==> src/rtl/snake_game_ctrl.sv <==
// -----------------------------------------------------------------------------
// snake_game_ctrl
// Game sequencer for an 8x8 LED-matrix snake. It owns the snake body (a
// circular position buffer plus a 64-bit occupancy map), the move timing,
// direction arbitration, food placement and collision detection. It serves
// active-low row patterns to an external row-scan driver.
//
// Ports:
//   clk        in   1  system clock
//   clear      in   1  synchronous active-high reset (highest priority)
//   direction  in   4  button levels: [3]=down [0]=up [1]=left [2]=right
//   scan_row   in   3  row currently scanned by the display driver
//   row_g      out  8  body pattern for scan_row, active-low, bit n = col n
//   row_r      out  8  food pattern for scan_row, active-low
//   length     out  5  current snake length
//   running    out  1  high while the game is running
//   game_over  out  1  high once the game has ended
//
// Optional build macro:
//   SNAKE_WALL_KILL_EN  - leaving the matrix ends the game instead of wrapping.
//
// Positions are encoded {row[2:0], col[2:0]}, which is also the occupancy bit
// index.
// -----------------------------------------------------------------------------
module snake_game_ctrl #(
    parameter int TICK_DIV = 35000,
    parameter int LEN_MAX  = 16,
    parameter int INIT_LEN = 3
) (
    input  logic       clk,
    input  logic       clear,
    input  logic [3:0] direction,
    input  logic [2:0] scan_row,
    output logic [7:0] row_g,
    output logic [7:0] row_r,
    output logic [4:0] length,
    output logic       running,
    output logic       game_over
);

    localparam int PW = (LEN_MAX > 1) ? $clog2(LEN_MAX) : 1;
    localparam int TW = (TICK_DIV > 1) ? $clog2(TICK_DIV) : 1;

    typedef enum logic [1:0] {
        ST_IDLE = 2'd0,
        ST_RUN  = 2'd1,
        ST_OVER = 2'd2
    } state_t;

    // Encoding chosen so that the opposite heading is the bitwise inverse.
    typedef enum logic [1:0] {
        HD_UP    = 2'd0,
        HD_LEFT  = 2'd1,
        HD_RIGHT = 2'd2,
        HD_DOWN  = 2'd3
    } head_t;

    // Occupancy map of the body right after reset: row 0, cols 0..INIT_LEN-1.
    function automatic logic [63:0] init_occ();
        logic [63:0] m;
        m = 64'd0;
        for (int i = 0; i < INIT_LEN; i++) begin
            m[i] = 1'b1;
        end
        return m;
    endfunction

    state_t          state_r;
    state_t          state_nxt_s;
    head_t           heading_r;
    head_t           heading_nxt_s;
    head_t           req_dir_s;
    logic            req_valid_s;
    logic [TW-1:0]   tick_r;
    logic [5:0]      pos_r [LEN_MAX];
    logic [PW-1:0]   head_ptr_r;
    logic [PW-1:0]   tail_ptr_r;
    logic [PW-1:0]   head_ptr_inc_s;
    logic [PW-1:0]   tail_ptr_inc_s;
    logic [63:0]     occ_r;
    logic [63:0]     occ_nxt_s;
    logic [4:0]      length_r;
    logic [5:0]      food_r;
    logic            food_pending_r;
    logic [5:0]      lfsr_r;
    logic [5:0]      head_pos_s;
    logic [5:0]      tail_pos_s;
    logic [5:0]      next_head_s;
    logic            tick_done_s;
    logic            move_s;
    logic            eat_s;
    logic            grow_s;
    logic            collide_s;
    logic            fail_s;
    logic            place_ok_s;

    assign head_pos_s     = pos_r[head_ptr_r];
    assign tail_pos_s     = pos_r[tail_ptr_r];
    assign tick_done_s    = (tick_r == TW'(TICK_DIV - 1));
    assign move_s         = (state_r == ST_RUN) && tick_done_s;
    assign head_ptr_inc_s = (head_ptr_r == PW'(LEN_MAX - 1)) ? {PW{1'b0}} : head_ptr_r + PW'(1);
    assign tail_ptr_inc_s = (tail_ptr_r == PW'(LEN_MAX - 1)) ? {PW{1'b0}} : tail_ptr_r + PW'(1);

    // Direction arbitration: fixed priority down > up > left > right, reversal ignored
    always_comb begin
        req_valid_s   = 1'b1;
        req_dir_s     = HD_UP;
        heading_nxt_s = heading_r;
        if (direction[3]) begin
            req_dir_s = HD_DOWN;
        end else if (direction[0]) begin
            req_dir_s = HD_UP;
        end else if (direction[1]) begin
            req_dir_s = HD_LEFT;
        end else if (direction[2]) begin
            req_dir_s = HD_RIGHT;
        end else begin
            req_valid_s = 1'b0;
        end
        if (req_valid_s && (req_dir_s != head_t'(~heading_r))) begin
            heading_nxt_s = req_dir_s;
        end else begin
            heading_nxt_s = heading_r;
        end
    end

    // Next head cell; 3-bit row/col arithmetic wraps modulo 8 by itself
    always_comb begin
        next_head_s = head_pos_s;
        case (heading_r)
            HD_UP:    next_head_s = {head_pos_s[5:3] - 3'd1, head_pos_s[2:0]};
            HD_DOWN:  next_head_s = {head_pos_s[5:3] + 3'd1, head_pos_s[2:0]};
            HD_LEFT:  next_head_s = {head_pos_s[5:3], head_pos_s[2:0] - 3'd1};
            HD_RIGHT: next_head_s = {head_pos_s[5:3], head_pos_s[2:0] + 3'd1};
            default:  next_head_s = head_pos_s;
        endcase
    end

    // Eating is suppressed while the previous food is still being relocated.
    assign eat_s     = move_s && !food_pending_r && (next_head_s == food_r);
    assign grow_s    = eat_s && (length_r < 5'(LEN_MAX));
    // Stepping onto the tail is legal when the tail is vacating the cell.
    assign collide_s = occ_r[next_head_s] && !((next_head_s == tail_pos_s) && !grow_s);

`ifdef SNAKE_WALL_KILL_EN
    logic wall_s;

    // Detect a move that would step off the edge of the matrix
    always_comb begin
        wall_s = 1'b0;
        case (heading_r)
            HD_UP:    wall_s = (head_pos_s[5:3] == 3'd0);
            HD_DOWN:  wall_s = (head_pos_s[5:3] == 3'd7);
            HD_LEFT:  wall_s = (head_pos_s[2:0] == 3'd0);
            HD_RIGHT: wall_s = (head_pos_s[2:0] == 3'd7);
            default:  wall_s = 1'b0;
        endcase
    end

    assign fail_s = collide_s | wall_s;
`else
    assign fail_s = collide_s;
`endif

    // The candidate must also avoid the cell the head enters on this very cycle.
    assign place_ok_s = food_pending_r && !occ_r[lfsr_r] && (lfsr_r != head_pos_s)
                        && !(move_s && (lfsr_r == next_head_s));

    // Occupancy after a successful move: drop the tail unless growing, then add the head
    always_comb begin
        occ_nxt_s = occ_r;
        if (!grow_s) begin
            occ_nxt_s[tail_pos_s] = 1'b0;
        end else begin
            occ_nxt_s = occ_r;
        end
        occ_nxt_s[next_head_s] = 1'b1;
    end

    // Game state next-state logic
    always_comb begin
        state_nxt_s = state_r;
        case (state_r)
            ST_IDLE: begin
                if (direction != 4'd0) begin
                    state_nxt_s = ST_RUN;
                end else begin
                    state_nxt_s = ST_IDLE;
                end
            end
            ST_RUN: begin
                if (move_s && fail_s) begin
                    state_nxt_s = ST_OVER;
                end else begin
                    state_nxt_s = ST_RUN;
                end
            end
            ST_OVER: state_nxt_s = ST_OVER;
            default: state_nxt_s = ST_IDLE;
        endcase
    end

    // Game state register
    always_ff @(posedge clk) begin
        if (clear) begin
            state_r <= ST_IDLE;
        end else begin
            state_r <= state_nxt_s;
        end
    end

    // Body, timing, heading, food and LFSR registers; all frozen once the game is over
    always_ff @(posedge clk) begin
        if (clear) begin
            for (int i = 0; i < LEN_MAX; i++) begin
                pos_r[i] <= (i < INIT_LEN) ? {3'd0, 3'(i)} : 6'd0;
            end
            head_ptr_r     <= PW'(INIT_LEN - 1);
            tail_ptr_r     <= {PW{1'b0}};
            occ_r          <= init_occ();
            length_r       <= 5'(INIT_LEN);
            heading_r      <= HD_RIGHT;
            tick_r         <= {TW{1'b0}};
            food_r         <= 6'b101_101;
            food_pending_r <= 1'b0;
            lfsr_r         <= 6'b000001;
        end else if (state_r != ST_OVER) begin
            lfsr_r    <= {lfsr_r[4:0], lfsr_r[5] ^ lfsr_r[4]};
            heading_r <= heading_nxt_s;
            if (state_r == ST_RUN) begin
                tick_r <= tick_done_s ? {TW{1'b0}} : tick_r + TW'(1);
            end else begin
                tick_r <= {TW{1'b0}};
            end
            if (place_ok_s) begin
                food_r         <= lfsr_r;
                food_pending_r <= 1'b0;
            end
            if (move_s && !fail_s) begin
                pos_r[head_ptr_inc_s] <= next_head_s;
                head_ptr_r            <= head_ptr_inc_s;
                occ_r                 <= occ_nxt_s;
                if (grow_s) begin
                    length_r <= length_r + 5'd1;
                end else begin
                    tail_ptr_r <= tail_ptr_inc_s;
                end
                if (eat_s) begin
                    food_pending_r <= 1'b1;
                end
            end
        end
    end

    // Food row pattern; blank while a new food cell is being searched for
    always_comb begin
        row_r = 8'hFF;
        if (!food_pending_r && (food_r[5:3] == scan_row)) begin
            row_r = ~(8'b0000_0001 << food_r[2:0]);
        end else begin
            row_r = 8'hFF;
        end
    end

    assign row_g     = ~occ_r[{scan_row, 3'b000} +: 8];
    assign length    = length_r;
    assign running   = (state_r == ST_RUN);
    assign game_over = (state_r == ST_OVER);

endmodule

==> config.mk <==
export PLATFORM = sky130hd
export DESIGN_NAME = snake_game_ctrl
export DESIGN_NICKNAME = d
export VERILOG_FILES = /design/src/rtl/snake_game_ctrl.sv
export SDC_FILE = /design/constraint.sdc
export NUM_CORES = 1
export LEC_CHECK = 0
export ABC_AREA = 1
export BUFFER_PORTS_ARGS = -buffer_cell sky130_fd_sc_hd__buf_2
export CAP_MARGIN = 15
export CORE_MARGIN = 2
export CORE_UTILIZATION = 58
export CTS_CLUSTER_SIZE = 25
export DETAILED_ROUTE_END_ITERATION = 12
export PLACE_DENSITY = 0.75
export SYNTH_ARGS = -nofsm -noshare
export SYNTH_HDL_FRONTEND = slang
export SYNTH_SLANG_ARGS = --single-unit
==> constraint.sdc <==
create_clock -name clk -period 8.7 [get_ports clk]
set_input_delay 2.61 -clock clk [delete_from_list [all_inputs] [get_ports clk]]
set_output_delay 2.61 -clock clk [all_outputs]
set_load 0.05 [all_outputs]
==> results_dict.tcl <==
set metrics [dict create \
    cts_hold_buf 0 \
    power.leakage_nw 5.85 \
    setup_viol 0 \
    syn_inst 2146 \
    seq_power_share 0.399 \
    ys_seq_elements 214 \
    die_w_um 162 \
    drv_cap 0 \
    rsz0062_at_grt "false" \
    internal_power_w 0.00181 \
    tightest_slew_ns 1.20 \
    run_status "completed" \
    yosysWarnings 0 \
    grt_start_max_net_pins 84 \
    hp-class "reg -> reg" \
    ys_types 48 \
    ios 32 \
    fin_tns_setup_ns 0 \
    crit_path_max_incr_delay_ns 0.44 \
    pwr-share-comb 0.229 \
    drc 0 \
    cts-buffers-inserted 25 \
    coreArea_sq_um 24500 \
    cts_tree "done" \
    firstDrtPassIters 7 \
    placed_area_sq_um 14500 \
    grt_remaining_overflow 0 \
    max_slew_margin 0.196 \
    critical_path_buf_inv_count 3 \
    synth_nets 2167 \
    syn_to_final_growth_pct 5.00 \
    row_count 57 \
    dieArea_sq_um 26400 \
    powerDensity_nw_per_um2 179 \
    worstPathRequired_ns 6.09 \
    viasPerCell 6.22 \
    synthFlopType "dfxtp_1" \
    synthMuxAreaShare 0 \
    synthArstFlopShare 0 \
    synth_compound_area_frac 0.190 \
    cts.htree.levels 1 \
    syn-cell-area_sq_um 14600 \
    layout.cells.non_filler 2418 \
    synth_largest_area_cell "edfxtp_1" \
    clkPwrFrac 0.372 \
    finalClockSkew_ns 0.0150 \
    cp_max_fo 19 \
    max_clock_freq_mhz 141 \
    antenna_found_initial 0 \
    initial_utilization 0.595 \
    endpoint_kind "output port" \
    post_cts_buffers 0 \
    postLayoutCellArea_sq_um 15300 \
    yosys.area_share.simple 0.322 \
    drv_slew 0 \
    cts_sinks 214 \
    dp_hpwl_um 31600 \
    gp_congestion 0.982 \
    arrival_ns 4.50 \
    drive_above_1_share 0.0649 \
    diodes 0 \
    clk_pin_slew_worst_paths_ns 0.06 \
    portBuffers 31 \
    synth_xor_area_frac 0.0108 \
    grt_pass1_vias 13400 \
    die_h_um 162 \
    switching_share 0.341 \
    fin_crit_sh 0.817 \
    ant_nets 0 \
    syn_area_per_cell_sq_um 6.78 \
    synthAdderAreaFrac 0.0113 \
    cts_max_path_buffers 3 \
    vias 15000 \
    wl_per_cell_um 19.8 \
    slowest_stage "inv_1" \
    crit_family "buffers and inverters" \
    period_needed_ns 7.11 \
    crit_path_frequent_cell "buf_2" \
    synth-seq-area-share 0.360 \
    drt-initial-drc-count 2150 \
    cts_resized 0 \
    routed_wl_um 47900 \
    synth_top_family_by_area "simple AND/OR/NAND/NOR gates" \
    hold_violations 0 \
    timing_worst_setup_path_type "in -> out" \
    place.detailed.instances 2371 \
    final_nets 2096 \
    crit_chain "buf_2 -> inv_1 -> a21oi_1 -> o21ai_0 -> nand2_1 -> nor2_1 -> a31oi_1 -> buf_2" \
    insertion_delay_ns 0.53 \
    switchingPower_w 0.000934 \
    peakVddDrop_v 0.000148 \
    yosysTopAreaCellShare 0.198 \
    grt_usage 0.356 \
    cp-start-kind "input port" \
    fillers 2272 \
    synth_area_leaders "edfxtp_1 (20%), dfxtp_1 (16%), nand2_1 (15%)" \
    grt_pass1_wl_um 74300 \
    synth_edf_count 96 \
    cts_root_buf "clkbuf_16" \
]
[worst min-delay path, cell delays in order (launching register included)]
cell	delay (ns)
dfxtp_1	0.33
nand2_1	0.05
nand3_1	0.07
[state kept, by name (all words and copies together), names as in the netlist, 4 cells and up, named ones only]
register,count
length,5
lfsr_r,6
food_r,6
pos_r,96
occ_r,64
tick_r,16
head_ptr_r,4
tail_ptr_r,4
[layout make-up]
type                    instances  area (sq um)  area share
clock buffers                  31           658      0.0431
clock inverters                15           128     0.00835
inverters                     217           820      0.0536
multi-input cells            1575          7770       0.508
flip-flops and latches        214          5250       0.343
well taps                     324           405      0.0265
repair buffers                 42           258      0.0169
[final timing paths]
path / startpoint / to / slack [ns] / cells past startpoint
worst min-delay path: occ_r[2] / occ_r[2] / 0.48 / 2
worst max register to register: register / pos_r[12][0] / 1.64 / 26
worst max-delay path: scan_row[1] / row_g[1] / 1.59 / 8
worst min register to register: occ_r[2] / occ_r[2] / 0.48 / 2
[power by group through the flow]
stage               combinational [W]  sequential [W]  clock (W)
floorplan                    0.000450         0.00110          0
global placement             0.000593         0.00111          0
detailed placement           0.000598         0.00111          0
CTS                          0.000600         0.00109    0.00103
global route                 0.000670         0.00109    0.00106
finish                       0.000627         0.00109    0.00102
[cell usage after synthesis (36+ instances only)]
master    number
a21oi_1      201
buf_2         36
clkbuf_1      76
dfxtp_1      118
edfxtp_1      96
inv_1        202
nand2_1      570
nand3_1      234
nor2_1        84
nor3_1        98
o211ai_1      82
o21ai_0      156
[layer usage]
layer	part of all wire	wire [um]	GRT usage
met1	0.41	19800	0.510
met2	0.43	20800	0.547
met3	0.12	5930	0.0738
met4	0.029	1410	0.101
met5	0	0	0
[cells by family (layout without fill, tap and decap cells)]
group	Yosys count	after routing
and+or+nand+nor	1053	1053
AOI/OAI and AO/OA	492	492
buffers and inverters	357	305
DFF	214	214
xor gates and xnor gates	18	18
adders and majority gates	12	12
[placed cells by master (no fill, tap or decap), drive strengths merged, types with 5 or more instances in the layout]
cell type / instances
a31oi: 11
or2: 5
clkbuf: 31
nand4: 20
inv: 212
ha: 10
buf: 42
o21ai: 173
xor2: 16
clkinv: 16
dfxtp: 118
o211ai: 82
nor3: 98
edfxtp: 96
a21oi: 206
nand3: 237
nand2: 592
nor2: 93
nor4: 5
[through the flow]
step                      worst slack (ns)   util  hold WS [ns]  power (W)
after global placement                1.69  0.592         0.460    0.00171
after CTS                             1.67  0.624         0.481    0.00272
after global routing                  1.19  0.625         0.500    0.00282
final                                 1.59  0.625         0.477    0.00274
after floorplan                       1.76      -         0.442    0.00155
after detailed placement              1.68  0.592         0.462    0.00171
No activity file was read; power rests on OpenSTA's default activity.
